===== src/rtl/eval_seq_pkg.sv =====
// Shared types and default constants for the eval kernel sequencer.
// Data width, default timing parameters and the sequencer power-state encoding.
package eval_seq_pkg;

  localparam int EVAL_DATA_W      = 8;
  localparam int EVAL_LATENCY     = 2;
  localparam int EVAL_IDLE_CYCLES = 8;
  localparam int EVAL_WAKE_CYCLES = 2;

  typedef enum logic [1:0] {
    SLEEP = 2'd0,
    WAKE  = 2'd1,
    RUN   = 2'd2
  } eval_state_e;

endpackage


===== src/rtl/eval_result_fifo.sv =====
// Synchronous result FIFO with occupancy count; push and pop may coincide at any fill level.
// The head is forced to zero while empty so the output is clean out of reset.
module eval_result_fifo #(
  parameter int DEPTH = 4,
  parameter int WIDTH = 8
) (
  input  logic                     clk,
  input  logic                     rst,
  input  logic                     push,
  input  logic [WIDTH-1:0]         push_data,
  input  logic                     pop,
  output logic [WIDTH-1:0]         head,
  output logic                     valid,
  output logic [$clog2(DEPTH):0]   count
);

  localparam int AW = $clog2(DEPTH);
  localparam int CW = AW + 1;

  logic [WIDTH-1:0] mem [DEPTH];
  logic [AW-1:0]    wr_ptr;
  logic [AW-1:0]    rd_ptr;
  logic             do_push;
  logic             do_pop;

  // A push into a full FIFO is legal only when the head leaves in the same cycle.
  assign do_pop  = pop && (count != '0);
  assign do_push = push && ((count != CW'(DEPTH)) || do_pop);

  assign valid = (count != '0);
  assign head  = valid ? mem[rd_ptr] : '0;

  always_ff @(posedge clk) begin
    if (do_push) begin
      mem[wr_ptr] <= push_data;
    end
  end

  always_ff @(posedge clk) begin
    if (rst) begin
      wr_ptr <= '0;
      rd_ptr <= '0;
      count  <= '0;
    end else begin
      if (do_push) begin
        wr_ptr <= wr_ptr + AW'(1);
      end
      if (do_pop) begin
        rd_ptr <= rd_ptr + AW'(1);
      end
      case ({do_push, do_pop})
        2'b10:   count <= count + CW'(1);
        2'b01:   count <= count - CW'(1);
        default: count <= count;
      endcase
    end
  end

endmodule


===== src/rtl/eval_kernel_sequencer.sv =====
// Initiator for the gated eval kernel: credit-based operand issue, in-order result
// collection, and wake/idle power control of the kernel enable.
module eval_kernel_sequencer
  import eval_seq_pkg::*;
#(
  parameter int LATENCY     = EVAL_LATENCY,
  parameter int IDLE_CYCLES = EVAL_IDLE_CYCLES,
  parameter int WAKE_CYCLES = EVAL_WAKE_CYCLES,
  parameter int FIFO_DEPTH  = 4
) (
  input  logic                   clk,
  input  logic                   rst,
  input  logic                   in_valid,
  output logic                   in_ready,
  input  logic [EVAL_DATA_W-1:0] in_a,
  input  logic [EVAL_DATA_W-1:0] in_b,
  output logic [EVAL_DATA_W-1:0] k_data1,
  output logic [EVAL_DATA_W-1:0] k_data2,
  output logic                   kernel_enable,
  input  logic [EVAL_DATA_W-1:0] k_result,
  output logic                   out_valid,
  input  logic                   out_ready,
  output logic [EVAL_DATA_W-1:0] out_data,
  output eval_state_e            state_dbg
);

  localparam int CNT_W  = $clog2(FIFO_DEPTH) + 1;
  localparam int WAKE_W = $clog2(WAKE_CYCLES + 1);
  localparam int IDLE_W = $clog2(IDLE_CYCLES + 1);

  // Handshakes: a transfer happens on the rising edge where valid && ready are both 1;
  // a source holds its payload stable while valid is high and ready is low, and
  // ready never depends combinationally on the same interface's valid.

  eval_state_e       state_q, state_d;
  logic [WAKE_W-1:0] wake_cnt_q, wake_cnt_d;
  logic [IDLE_W-1:0] idle_cnt_q, idle_cnt_d;
  logic [LATENCY:0]  vpipe_q;
  logic [CNT_W-1:0]  fifo_count;
  logic              fifo_pop;
  int                inflight;
  logic              credit_ok;
  logic              accept;

  always_comb begin
    inflight = 0;
    for (int i = 0; i <= LATENCY; i++) begin
      if (vpipe_q[i]) begin
        inflight = inflight + 1;
      end
    end
  end

  // Every issued operand reserves a FIFO slot until its result is popped.
  assign credit_ok = (int'(fifo_count) + inflight) < FIFO_DEPTH;
  assign in_ready  = (state_q == RUN) && credit_ok;
  assign accept    = in_valid && in_ready;
  assign fifo_pop  = out_valid && out_ready;
  assign state_dbg = state_q;

  always_comb begin
    state_d       = state_q;
    wake_cnt_d    = wake_cnt_q;
    idle_cnt_d    = idle_cnt_q;
    kernel_enable = 1'b0;
    unique case (state_q)
      SLEEP: begin
        if (in_valid) begin
          state_d    = WAKE;
          wake_cnt_d = WAKE_W'(WAKE_CYCLES - 1);
        end
      end
      WAKE: begin
        kernel_enable = 1'b1;
        if (wake_cnt_q == '0) begin
          state_d    = RUN;
          idle_cnt_d = '0;
        end else begin
          wake_cnt_d = wake_cnt_q - WAKE_W'(1);
        end
      end
      RUN: begin
        kernel_enable = 1'b1;
        if (accept || (inflight != 0)) begin
          idle_cnt_d = '0;
        end else if (idle_cnt_q == IDLE_W'(IDLE_CYCLES - 1)) begin
          // This edge is the IDLE_CYCLES-th empty cycle: gate the kernel now.
          state_d    = SLEEP;
          idle_cnt_d = '0;
        end else begin
          idle_cnt_d = idle_cnt_q + IDLE_W'(1);
        end
      end
      default: state_d = SLEEP;
    endcase
  end

  always_ff @(posedge clk) begin
    if (rst) begin
      state_q    <= SLEEP;
      wake_cnt_q <= '0;
      idle_cnt_q <= '0;
      vpipe_q    <= '0;
      k_data1    <= '0;
      k_data2    <= '0;
    end else begin
      state_q    <= state_d;
      wake_cnt_q <= wake_cnt_d;
      idle_cnt_q <= idle_cnt_d;
      vpipe_q    <= {vpipe_q[LATENCY-1:0], accept};
      if (accept) begin
        k_data1 <= in_a;
        k_data2 <= in_b;
      end
    end
  end

  eval_result_fifo #(
    .DEPTH (FIFO_DEPTH),
    .WIDTH (EVAL_DATA_W)
  ) u_fifo (
    .clk       (clk),
    .rst       (rst),
    .push      (vpipe_q[LATENCY]),
    .push_data (k_result),
    .pop       (fifo_pop),
    .head      (out_data),
    .valid     (out_valid),
    .count     (fifo_count)
  );

endmodule


===== config.mk =====
export PLATFORM = sky130hd
export DESIGN_NAME = eval_kernel_sequencer
export DESIGN_NICKNAME = d
export VERILOG_FILES = /design/src/rtl/eval_seq_pkg.sv /design/src/rtl/eval_result_fifo.sv /design/src/rtl/eval_kernel_sequencer.sv
export SDC_FILE = /design/constraint.sdc
export NUM_CORES = 1
export LEC_CHECK = 0
export ABC_AREA = 0
export CAP_MARGIN = 15
export CORE_UTILIZATION = 35
export DETAILED_ROUTE_END_ITERATION = 7
export MAX_ROUTING_LAYER = met4
export SYNTH_ARGS = -nofsm -noshare
export SYNTH_HDL_FRONTEND = slang
export SYNTH_SLANG_ARGS = --single-unit

===== constraint.sdc =====
create_clock -name clk -period 5 [get_ports clk]
set_input_delay 1 -clock clk [delete_from_list [all_inputs] [get_ports clk]]
set_output_delay 1 -clock clk [all_outputs]
set_load 0.01 [all_outputs]

Yosys cells after proc, flatten, opt, wreduce, memory -nomap -nowiden:

Memories as Yosys holds them, arrays and structs flattened. A register that Yosys moved wholly into a read port is not among the register bits.
Cells that the tools add are included.

* $lt $le $gt $ge: 1
* reduce and logical (&&, ||, !) cells: 18
* eq/ne operators: 11
* add/subtract/negate cells: 9
* mux-type cells: 21

Operators by type and width (count)
* adder 32 x 2 -> 32 bit (second input constant): 2
* 2-to-1 mux 32 bit: 2
* adder 4 x 32 -> 32 bit: 1
* less-than comparator 32 x 4 -> 1 bit (second input constant): 1
* nonzero test 32 bit: 1
* 2-to-1 mux 2 bit: 7
* 2-to-1 mux 4 bit: 3
* 2-to-1 mux 8 bit: 1
* inequality test 2 bit (second input constant): 4
* one-hot mux 4 bit (2 select lines): 1
* one-hot mux 2 bit (3 select lines): 1
* one-hot mux 3 bit (2 select lines): 1
* nonzero test 2 bit: 3
* logical AND 1 bit: 5
* adder 2 x 1 -> 2 bit (second input constant): 2
* adder 4 x 1 -> 4 bit (second input constant): 1
* == test 2 x 1 -> 1 bit (second input constant): 2
* == test 2 bit (second input constant): 2
* == test 4 x 3 -> 1 bit (second input constant): 1
* logical NOT 2 bit: 2
* 2-to-1 mux 1 bit: 4
* one-hot mux 2 bit (2 select lines): 1
* AND reduction 4 bit: 1
* adder 3 x 1 -> 3 bit (second input constant): 1
* other kinds (9): 10

* bits in writable memories: 32
* register bits after elaboration: 34
* output and inout port bits: 29
* bits of input ports: 28
* memories kept: 1

Memory list
* u_fifo.mem: depth 4, bits a word 8, rd ports 1, clocked after memory_dff 1, write ports 1, RTL line eval_result_fifo.sv:20 `logic [WIDTH-1:0] mem [DEPTH];`

Logic depth before layout (Yosys ltp):

Gate-level depths: netlist (run 1).

* word-level depth: 12
* gate-level depth with buffers: 10

Cells and area by module:

Synthesis (run 1) repeated with hierarchy kept, for this count alone.

* cell total of the unflattened synthesis: 255
* area, all modules: 3114.2 um2

Modules (own cells, without submodules)
* eval_result_fifo: cells each 115, area an instance 1775.5 um2, times used 1
* eval_kernel_sequencer: cells each 140, area an instance 1338.8 um2, times used 1

Least setup slack after synthesis (run 1):

OpenSTA, ideal clock, no wires.

* path kind: flip-flop to output port
* from: reg vpipe_q[0]
* to: out in_ready
* path buffers: 0
* arrival: 1832 ps
* cell stages (with the launch flop): 7
* setup slack: 2168 ps
* path through: dfxtp_1 inv_1 ha_1 and3_1 ha_1 or4b_1 a31oi_1

* word-level cells in the longest chain between the ends: 8

RTL lines
* from (decl): RTL line eval_kernel_sequencer.sv:38 `logic [LATENCY:0] vpipe_q;`
* from (signal assigned): RTL line eval_kernel_sequencer.sv:110 `vpipe_q <= {vpipe_q[LATENCY-1:0], accept};`
* 2-to-1 mux 1 bit (*): RTL line eval_kernel_sequencer.sv:48 `if (vpipe_q[i]) begin`
* adder 32 x 2 -> 32 bit: RTL line eval_kernel_sequencer.sv:49 `inflight = inflight + 1;`
* 2-to-1 mux 32 bit (*): RTL line eval_kernel_sequencer.sv:48
* adder 32 x 2 -> 32 bit: RTL line eval_kernel_sequencer.sv:49
* 2-to-1 mux 32 bit (*): RTL line eval_kernel_sequencer.sv:48
* adder 4 x 32 -> 32 bit (*): RTL line eval_kernel_sequencer.sv:55 `assign credit_ok = (int'(fifo_count) + inflight) < FIFO_DEPTH;`
* less-than comparator 32 x 4 -> 1 bit (*): RTL line eval_kernel_sequencer.sv:55
* logical AND 1 bit (*): RTL line eval_kernel_sequencer.sv:56 `assign in_ready = (state_q == RUN) && credit_ok;`
* to (decl): RTL line eval_kernel_sequencer.sv:14 `output logic in_ready,`

Mark *: on every way between the ends. The rest lies on a longest branch, timed or not.

Final worst setup path (run 1):

Same ends and word-level chain as after synthesis.

==> results of run 1 <==
## stage by stage
stage          total power, mW  instances
3_3_place_gp              1.27        392
5_1_grt                   1.81        408
4_1_cts                   1.73        408
6_report                  1.69        408
3_5_place_dp              1.28        392
2_1_floorplan             1.04        239
## cells in the final DEF (no fill, tap or decap), types with 5 or more instances in the layout
cell type,n
dfxtp_1,36
mux2i_1,20
inv_1,14
edfxtp_1,32
and3_1,6
nor2b_1,12
a21oi_1,6
clkbuf_8,9
mux4_2,8
clkdlybuf4s50_1,56
nor2_1,29
ha_1,14
nand2b_1,5
## synthesized netlist by cell type (all sizes together) (2+ instances only)
cell type / count
dfxtp: 36
edfxtp: 32
nor2: 29
mux2i: 20
ha: 14
inv: 14
nor2b: 12
clkbuf: 8
mux4: 8
a21oi: 6
and3: 6
nand2b: 5
nand2: 4
nor3: 4
buf: 3
nand3b: 3
a31oi: 2
and3b: 2
mux2: 2
nand3: 2
nand4b: 2
o31a: 2
or4b: 2
xnor2: 2
xor2: 2
## path summary, 6_finish.rpt
check / to / cells past startpoint / from
setup / recovery: in_ready / 7 / vpipe_q[0]$_SDFF_PP0_
hold reg to reg: vpipe_q[2]$_SDFF_PP0_ / 2 / vpipe_q[1]$_SDFF_PP0_
setup reg to reg: state_dbg[0]$_SDFFE_PP0P_ / 9 / vpipe_q[0]$_SDFF_PP0_
hold / removal: vpipe_q[2]$_SDFF_PP0_ / 2 / vpipe_q[1]$_SDFF_PP0_
## power by group
group / leakage, nW / internal, mW / total (mW) / switching [mW]
Clock: 0.0918 / 0.231 / 0.442 / 0.210
Combinational: 0.803 / 0.321 / 0.568 / 0.247
Sequential: 0.579 / 0.627 / 0.684 / 0.0573
## sequential cells by signal, indices dropped and copies added, names as in the netlist, named ones only
| signal | cells |
|---|---|
| u_fifo.mem | 32 |
| k_data1 | 8 |
| k_data2 | 8 |
| idle_cnt_q | 4 |
| u_fifo.count | 3 |
| vpipe_q | 3 |
| state_dbg | 2 |
| u_fifo.rd_ptr | 2 |
| u_fifo.wr_ptr | 2 |
| wake_cnt_q | 2 |
## logic make-up after synthesis
logic type      count (synthesis)  share of synthesized area, %
compound gates                 21                          5.25
xor+xnor                        4                          1.17
fa+ha+maj                      15                          6.50
buf+inv                        25                          4.00
flops                          68                          56.0
mux                            30                          13.4
simple gates                   76                          13.7
## worst register-to-register path, cell delays in order (launching register included)
cell	delay (ns)
dfxtp_1	0.34
inv_1	0.06
ha_1	0.34
and3_1	0.19
ha_1	0.26
or4b_1	0.49
a311o_1	0.34
buf_4	0.24
a41oi_2	0.24
mux2i_1	0.21
## cell type report
type,instances,share of cell area [%]
Clock inverter,7,1.95
Timing Repair Buffer,59,15.1
Multi-Input combinational cell,146,31.2
Sequential cell,68,43.7
Clock buffer,9,3.22
Tap cell,105,3.41
Inverter,14,1.36
## metal layers
metal  GRT usage [%]  vias up  wire length [um]
met5               -        -                 0
met4            3.41        0                17
met3            6.04        4               328
met2            22.4       58              2640
met1            14.9      926              2350
li1                -      971                 -
==> impl_metrics.sql, run 1 <==
INSERT INTO impl_metrics (metric_group, metric, value, unit) VALUES
('floorplan', 'fp.dieH', '94.6', 'um'),
('timing', 'worst_hold_slack', '0.468', 'ns'),
('floorplan', 'floorplan.rows', '33', ''),
('cts', 'numClockSinks', '68', ''),
('finish', 'multi_input_comb_area', '1200', 'um2'),
('synthesis', 'synth_area_leaders', 'edfxtp_1 (32%), dfxtp_1 (24%), mux2i_1 (6.7%)', ''),
('critical_path', 'critical_path.startpoint_type', 'flop', ''),
('status', 'status', 'finished, final reports clean', ''),
('cts', 'post_cts.resized_instances', '0', ''),
('timing', 'final.setup.worst_slack', '1.28', 'ns'),
('synthesis', 'synth_edf_count', '32', ''),
('synthesis', 'syn-cell-area', '3000', 'um2'),
('grt', 'global_route.usage.total', '13.6', '%'),
('timing', 'max_slew.worst_pin.slew', '0.946', 'ns'),
('cts', 'post-cts-setup-buffer-count', '0', ''),
('floorplan', 'overall_die_area', '8960', 'um2'),
('critical_path', 'timing.critical_path.to_type', 'output port', ''),
('finish', 'antenna_cells_inserted', '0', ''),
('synthesis', 'synth_cells', '239', ''),
('placement', 'port_buffers', '56', ''),
('finish', 'finalInstanceArea', '3850', 'um2'),
('timing', 'setup_viol', '0', ''),
('cts', 'clock_slew_at_reported_path_ffs', '0.07', 'ns'),
('synthesis', 'ys_ff_latch', '68', ''),
('timing', 'timing.final.crit_period', '3.72', 'ns'),
('synthesis', 'synth-seq-area-share', '56.0', '%'),
('routing', 'finalWirelength', '5.34', 'mm'),
('placement', 'place.gp.congestion', '0.681', ''),
('finish', 'drive_above_1_share', '10.6', '%'),
('routing', 'detailedRoute.firstIterationViolations', '83', ''),
('critical_path', 'timing.setup.critical_path_class', 'reg -> out', ''),
('critical_path', 'critical_path_peak_fanout', '4', ''),
('floorplan', 'design.portCount', '57', ''),
('timing', 'tightest_slew_margin_relative_to_the_limit', '36.8', '%'),
('routing', 'dr.pass1.iters', '4', ''),
('critical_path', 'critPathTopFamily', 'simple AND/OR/NAND/NOR gates', ''),
('synthesis', 'synth_flop_cell', 'dfxtp_1', ''),
('cts', 'clock_tree.htree_level_count', '3', ''),
('finish', 'final_nets', '341', ''),
('finish', 'layout.core_utilization', '46.6', '%'),
('grt', 'grt_pass1_wl', '8.75', 'mm'),
('synthesis', 'post-synth-top-area-cell', 'edfxtp_1', ''),
('synthesis', 'post_synth_num_cell_types', '43', ''),
('routing', 'detailroute.via_count', '1959', ''),
('critical_path', 'critical_path.cell_chain', 'inv_1 -> ha_1 -> and3_1 -> ha_1 -> or4b_1 -> a31oi_1 -> clkdlybuf4s50_1', ''),
('timing', 'final.setup.tns', '0', 'ns'),
('pwr', 'vdd_ir_drop_max', '0.169', 'mV'),
('synthesis', 'syn-num-nets', '282', ''),
('routing', 'vias_per_cell', '4.80', ''),
('placement', 'detailed_place_hpwl', '3.71', 'mm'),
('flow_run', 'max_cap_viol_count', '0', ''),
('floorplan', 'start_util', '36.4', '%'),
('timing', 'max_freq', '269', 'MHz'),
('hold_path', 'worst_hold_path_type', 'reg -> reg', ''),
('placement', 'dp_slack', '1.63', 'ns'),
('pwr', 'p_leak', '1.47', 'nW'),
('critical_path', 'regToRegSetupSlack', '2.24', 'ns'),
('cts', 'cts-buffers-inserted', '9', ''),
('critical_path', 'worst_path_most_repeated_cell', 'ha_1', ''),
('cts', 'cts-root-buf', 'clkbuf_8', ''),
('routing', 'route.detailed.wl_per_inst', '13.1', 'um'),
('timing', 'finalHoldViolCount', '0', ''),
('synthesis', 'yosys_warnings', '0', ''),
('synthesis', 'post-synth-top-area-fraction', '32.0', '%'),
('cts', 'clock_insertion_delay_worst_skew', '0.33', 'ns'),
('timing', 'final_max_slew_viol_count', '0', ''),
('finish', 'nFillCells', '794', ''),
('grt', 'grt_max_degree', '28', ''),
('critical_path', 'crit_slowest_cell', 'clkdlybuf4s50_1', ''),
('critical_path', 'critPathBufInv', '2', ''),
('floorplan', 'core_area', '8260', 'um2');
(Power assumes the default switching activity.)
==> run 2, diff against run 1 <==
- clock period: 5 -> 3.5 ns (I/O delays scaled with it)
==> impl_metrics.sql, run 2 (synthesized netlist as in run 1, its figures left out) <==
INSERT INTO impl_metrics (metric_group, metric, value, unit) VALUES
('status', 'status', 'finished, final reports clean', ''),
('placement', 'detailed_place_hpwl', '3.65', 'mm'),
('cts', 'clock_slew_at_reported_path_ffs', '0.07', 'ns'),
('critical_path', 'critical_path.startpoint_type', 'flop', ''),
('cts', 'numClockSinks', '68', ''),
('timing', 'finalHoldViolCount', '0', ''),
('cts', 'cts_tree', 'yes', ''),
('grt', 'antenna_violations_before_repair', '0', ''),
('timing', 'max_slew.worst_pin.slew', '0.710', 'ns'),
('grt', 'grt_max_degree', '17', ''),
('timing', 'final.period_utilization', '96.6', '%'),
('critical_path', 'critical_path_peak_fanout', '4', ''),
('finish', 'drive_above_1_share', '10.9', '%'),
('placement', 'place.gp.congestion', '0.679', ''),
('routing', 'route.detailed.wl_per_inst', '12.8', 'um'),
('finish', 'ff_latch_area', '1680', 'um2'),
('grt', 'grt_pass1_wl', '8.72', 'mm'),
('critical_path', 'arrival', '2.68', 'ns'),
('finish', 'most-common-layout-cells', 'clkdlybuf4s50_1 (56), dfxtp_1 (36), edfxtp_1 (32)', ''),
('floorplan', 'design.portCount', '57', ''),
('cts', 'max-clock-path-buffers', '2', ''),
('routing', 'finalWirelength', '5.24', 'mm'),
('grt', 'global_route.usage.total', '13.4', '%'),
('grt', 'grt.overflow.total', '0', ''),
('finish', 'regMostFlops', 'u_fifo.mem', ''),
('flow_run', 'max_cap_viol_count', '0', ''),
('finish', 'mostFrequentLayoutCell', 'clkdlybuf4s50_1', ''),
('placement', 'port_buffers', '56', ''),
('timing', 'timing.final.crit_period', '3.38', 'ns'),
('critical_path', 'worst-endpoint-required', '2.80', 'ns'),
('cts', 'clock_tree.htree_level_count', '3', ''),
('timing', 'max_freq', '296', 'MHz'),
('finish', 'reg.largest.list', 'u_fifo.mem: 32 flops, k_data1: 8 flops, k_data2: 8 flops', ''),
('timing', 'final_max_slew_viol_count', '0', ''),
('floorplan', 'fp.dieH', '94.6', 'um'),
('cts', 'post_cts.resized_instances', '0', ''),
('grt', 'grt_pass1_vias', '1827', ''),
('floorplan', 'core_area', '8260', 'um2'),
('timing', 'final.setup.tns', '0', 'ns'),
('routing', 'detailedRoute.firstIterationViolations', '86', ''),
('finish', 'area.growth.synth_to_final', '29.5', '%'),
('floorplan', 'overall_die_area', '8960', 'um2'),
('timing', 'setup_viol', '0', ''),
('cts', 'post-cts-setup-buffer-count', '0', ''),
('routing', 'drcViolationCount', '0', ''),
('pwr', 'p_leak', '1.50', 'nW'),
('finish', 'nFillCells', '761', ''),
('routing', 'dr.pass1.iters', '4', ''),
('finish', 'multi_input_comb_area', '1200', 'um2'),
('finish', 'final_nets', '342', ''),
('finish', 'antenna_cells_inserted', '0', ''),
('routing', 'vias_per_cell', '4.74', ''),
('cts', 'cts-hold-fix-buffers', '0', ''),
('finish', 'largest_reg_flops', '32', ''),
('timing', 'finClkSkew', '0.00529', 'ns'),
('critical_path', 'timing.setup.critical_path_class', 'reg -> out', ''),
('routing', 'detailroute.via_count', '1940', ''),
('floorplan', 'floorplan.rows', '33', ''),
('finish', 'layout.core_utilization', '47.1', '%'),
('floorplan', 'dieWidth', '94.6', 'um'),
('cts', 'cts-buffers-inserted', '9', ''),
('cts', 'clock_insertion_delay_worst_skew', '0.34', 'ns'),
('critical_path', 'timing.critical_path.to_type', 'output port', ''),
('floorplan', 'start_util', '36.4', '%'),
('hold_path', 'worst_hold_path_type', 'reg -> reg', ''),
('routing', 'detail-route-antenna-nets', '0', ''),
('pwr', 'vdd_ir_drop_max', '0.242', 'mV'),
('timing', 'grt_setup_unrepaired', 'false', ''),
('pwr', 'power.density', '649', 'nW/um2'),
('cts', 'cts-root-buf', 'clkbuf_8', ''),
('timing', 'tightest_slew_margin_relative_to_the_limit', '52.6', '%');
-- run 2: cell types whose count changed in the layout (fill, tap and decap cells not counted) --
| cell | delta |
|---|---|
| buf_4 | +1 |
| clkinv_4 | +1 |
| inv_6 | +1 |
| clkbuf_8 | +1 |
| clkinv_2 | -1 |
| clkinvlp_4 | -3 |
| bufinv_16 | +1 |
-- run 2: where the power goes --
group | internal [mW] | switching [mW]
clock network | 0.428 | 0.310
logic | 0.461 | 0.350
registers | 0.895 | 0.0813
-- run 2: worst max-delay path, stage by stage, from the launching register on --
cell and delay, ns:
dfxtp_1 0.33, inv_1 0.05, ha_1 0.33, and3_1 0.18
ha_1 0.25, or4b_1 0.48, a31oi_1 0.15, clkdlybuf4s50_1 0.55
-- run 2: stage by stage --
step	cell area [um2]	std cells	setup WS [ns]	hold slack, ns	power, mW
after floorplan	3000	239	0.968	0.438	1.48
after global placement	3660	393	0.486	0.450	1.81
after detailed placement	3660	393	0.461	0.460	1.82
after CTS	3890	409	0.0786	0.470	2.57
after global routing	3890	409	0.00438	0.500	2.69
final	3890	409	0.118	0.467	2.53
-- run 2: final timing paths --
check | cells past startpoint | to | from | slack (ns)
worst max-delay path | 7 | in_ready | vpipe_q[0]$_SDFF_PP0_ | 0.12
worst min-delay path | 2 | vpipe_q[1]$_SDFF_PP0_ | vpipe_q[0]$_SDFF_PP0_ | 0.47
worst max register to register | 9 | k_data2[6]$_SDFFE_PP0P_ | vpipe_q[0]$_SDFF_PP0_ | 0.76
worst min register to register | 2 | vpipe_q[1]$_SDFF_PP0_ | vpipe_q[0]$_SDFF_PP0_ | 0.47
-- run 2: per-layer routing --
layer  up-vias  global-route usage [%]  wire length [um]
li1        977                       -                 -
met2        44                    20.7              2420
met1       911                    16.0              2500
met5         -                       -                 0
met3         8                    3.78               255
met4         0                    6.44                70
-- run 2: area by class of cell --
type,count,area share [%]
inverter,14,1.35
timing repair buffer,60,15.2
clock buffer,10,3.54
clock inverter,6,2.44
sequential,68,43.2
multi-input combinational,146,30.9
tap,105,3.38
==> run 3, diff against run 2 <==
--- a/config.mk
+++ b/config.mk
@@ -10,5 +10,7 @@
 export CORE_UTILIZATION = 35
 export DETAILED_ROUTE_END_ITERATION = 7
+export GPL_TIMING_DRIVEN = 0
 export MAX_ROUTING_LAYER = met4
+export SLEW_MARGIN = 20
 export SYNTH_ARGS = -nofsm -noshare
 export SYNTH_HDL_FRONTEND = slang
==> constraint.sdc (replaced) <==
create_clock -name clk -period 3.5 [get_ports clk]
set_input_delay 0.7 -clock clk [delete_from_list [all_inputs] [get_ports clk]]
set_output_delay 0.7 -clock clk [all_outputs]
set_load 0.005 [all_outputs]
==> impl_metrics.sql, run 3 (synthesized netlist as in run 1, its figures left out) <==
INSERT INTO impl_metrics (metric_group, metric, value, unit) VALUES
('finish', 'nFillCells', '795', ''),
('cts', 'clock_slew_at_reported_path_ffs', '0.08', 'ns'),
('placement', 'dp_cells', '400', ''),
('timing', 'timing.final.crit_period', '3.08', 'ns'),
('timing', 'tightest_slew_margin_relative_to_the_limit', '53.9', '%'),
('grt', 'grt_pass1_wl', '9.20', 'mm'),
('cts', 'clock_insertion_delay_worst_skew', '0.33', 'ns'),
('critical_path', 'crit_path_end', 'out_data[3]', ''),
('cts', 'numClockSinks', '68', ''),
('floorplan', 'fp.dieH', '94.6', 'um'),
('flow_run', 'max_cap_viol_count', '0', ''),
('placement', 'place.gp.congestion', '0.705', ''),
('grt', 'antenna_violations_before_repair', '0', ''),
('placement', 'detailed_place_hpwl', '4.02', 'mm'),
('critical_path', 'critical_path_peak_fanout', '8', ''),
('finish', 'multi_input_comb_area', '1210', 'um2'),
('grt', 'grt.overflow.total', '0', ''),
('pwr', 'power_report.internal_total', '1.68', 'mW'),
('pwr', 'p_switching', '712', 'uW'),
('floorplan', 'floorplan.rows', '33', ''),
('finish', 'reg.largest.list', 'u_fifo.mem: 32 flops, k_data1: 8 flops, k_data2: 8 flops', ''),
('grt', 'global_route.usage.total', '14.2', '%'),
('finish', 'final_nets', '349', ''),
('routing', 'detailroute.via_count', '1958', ''),
('critical_path', 'worst-endpoint-required', '2.80', 'ns'),
('cts', 'clock_tree.htree_level_count', '3', ''),
('finish', 'drive_above_1_share', '10.9', '%'),
('hold_path', 'hold_depth', '2', ''),
('finish', 'antenna_cells_inserted', '0', ''),
('routing', 'drcViolationCount', '0', ''),
('pwr', 'power.combinational.fraction', '33.8', '%'),
('routing', 'detailedRoute.firstIterationViolations', '106', ''),
('critical_path', 'timing.setup.critical_path_class', 'reg -> out', ''),
('critical_path', 'timing.critical_path.to_type', 'output port', ''),
('floorplan', 'design.portCount', '57', ''),
('timing', 'final.setup.tns', '0', 'ns'),
('placement', 'port_buffers', '56', ''),
('timing', 'finClkSkew', '0.00752', 'ns'),
('pwr', 'design_power_total', '2.40', 'mW'),
('critical_path', 'regToRegSetupSlack', '0.86', 'ns'),
('floorplan', 'overall_die_area', '8960', 'um2'),
('timing', 'setup_viol', '0', ''),
('finish', 'most-common-layout-cells', 'clkdlybuf4s50_1 (55), dfxtp_1 (36), edfxtp_1 (32)', ''),
('critical_path', 'critical_path.startpoint_type', 'flop', ''),
('routing', 'route.detailed.wl_per_inst', '13.5', 'um'),
('cts', 'cts_tree', 'yes', ''),
('pwr', 'share_clk_of_total_power', '26.6', '%'),
('timing', 'final.period_utilization', '88.1', '%'),
('critical_path', 'arrival', '2.38', 'ns'),
('finish', 'ff_latch_area', '1680', 'um2'),
('finish', 'regMostFlops', 'u_fifo.mem', ''),
('cts', 'cts-hold-fix-buffers', '0', ''),
('finish', 'mostFrequentLayoutCell', 'clkdlybuf4s50_1', ''),
('pwr', 'vdd_ir_drop_max', '0.300', 'mV'),
('timing', 'max_slew.worst_pin.slew', '0.691', 'ns'),
('status', 'status', 'finished, final reports clean', ''),
('cts', 'cts-buffers-inserted', '9', ''),
('routing', 'dr.pass1.iters', '4', ''),
('timing', 'grt_setup_unrepaired', 'false', ''),
('timing', 'finalHoldViolCount', '0', ''),
('cts', 'cts-root-buf', 'clkbuf_8', ''),
('critical_path', 'ff2ff_path_depth', '10', ''),
('pwr', 'p_leak', '1.51', 'nW'),
('routing', 'detail-route-antenna-nets', '0', ''),
('critical_path', 'rr_startpoint', 'vpipe_q[0]$_SDFF_PP0_', ''),
('cts', 'max-clock-path-buffers', '2', ''),
('pwr', 'power.sequential.fraction', '39.6', '%'),
('floorplan', 'core_area', '8260', 'um2'),
('timing', 'final_max_slew_viol_count', '0', ''),
('floorplan', 'dieWidth', '94.6', 'um'),
('hold_path', 'worst_hold_path_type', 'reg -> reg', ''),
('routing', 'vias_per_cell', '4.71', ''),
('grt', 'grt_max_degree', '14', ''),
('grt', 'grt_pass1_vias', '1981', ''),
('finish', 'area.growth.synth_to_final', '29.9', '%'),
('floorplan', 'start_util', '36.4', '%'),
('pwr', 'power.density', '614', 'nW/um2'),
('routing', 'finalWirelength', '5.61', 'mm'),
('finish', 'largest_reg_flops', '32', ''),
('critical_path', 'critical_path.reg2reg.endpoint', 'idle_cnt_q[1]$_SDFFE_PP0P_', ''),
('pwr', 'sw_frac_of_total', '29.7', '%'),
('timing', 'max_freq', '324', 'MHz'),
('finish', 'instances_no_fill', '416', ''),
('finish', 'layout.core_utilization', '47.3', '%');
==> run 3: changes by cell type in the layout (fill, tap and decap cells not counted), sizes merged <==
cell / change
dlymetal6s2s: +1
clkbuf: +7
buf: -1
clkinv: -1
clkdlybuf4s50: -1
clkinvlp: +3
bufinv: -1
==> run 3: worst min path at each step <==
stage,start,to,slack (ns)
after floorplan,vpipe_q[1]$_SDFF_PP0_,vpipe_q[2]$_SDFF_PP0_,0.44
after global placement,vpipe_q[1]$_SDFF_PP0_,vpipe_q[2]$_SDFF_PP0_,0.46
after detailed placement,vpipe_q[0]$_SDFF_PP0_,vpipe_q[1]$_SDFF_PP0_,0.46
after CTS,vpipe_q[0]$_SDFF_PP0_,vpipe_q[1]$_SDFF_PP0_,0.47
after global routing,vpipe_q[1]$_SDFF_PP0_,vpipe_q[2]$_SDFF_PP0_,0.49
final,vpipe_q[0]$_SDFF_PP0_,vpipe_q[1]$_SDFF_PP0_,0.47
==> run 3: final cells by class <==
class                           instances  area share [%]
Buffer                                 11            1.76
Clock buffer                            9            3.17
Clock inverter                          7            1.92
Inverter                               14            1.35
Multi-Input combinational cell        146            30.9
Sequential cell                        68            43.1
Tap cell                              105            3.37
Timing Repair Buffer                   56            14.4
==> run 3: timing repair <==
item | in CTS | in global routing
buffers inserted | 0 | 0
endpoints found under the setup margin | 0 | 1
resized for setup | 0 | 3
==> run 3: through the flow <==
stage	hold WS, ns	cell area [um2]	worst slack, ns
finish	0.472	3900	0.418
global route	0.494	3900	0.203
CTS	0.473	3890	0.0615
detailed placement	0.461	3700	0.446
global placement	0.456	3700	0.466
floorplan	0.438	3000	0.973
==> run 3: critical path: stages (launching register included) <==
cell,delay [ns]
dfxtp_1,0.32
clkbuf_1,0.53
mux4_2,0.57
nor2b_1,0.16
clkdlybuf4s50_1,0.48
==> run 3: metal layers <==
metal	track usage (%)	up-vias	share of wire [%]
met5	-	-	0
met4	3.79	0	0.27
met3	5.39	2	5.5
met2	22.8	44	48
met1	16.8	921	46
li1	-	991	-
==> run 3: power by group through the flow <==
stage          registers (mW)  clock network (mW)  logic (mW)
3_3_place_gp            0.962                   0       0.806
6_report                0.950               0.637       0.809
4_1_cts                 0.947               0.663       0.825
3_5_place_dp            0.964                   0       0.824
5_1_grt                 0.959               0.699       0.904
2_1_floorplan           0.955                   0       0.489
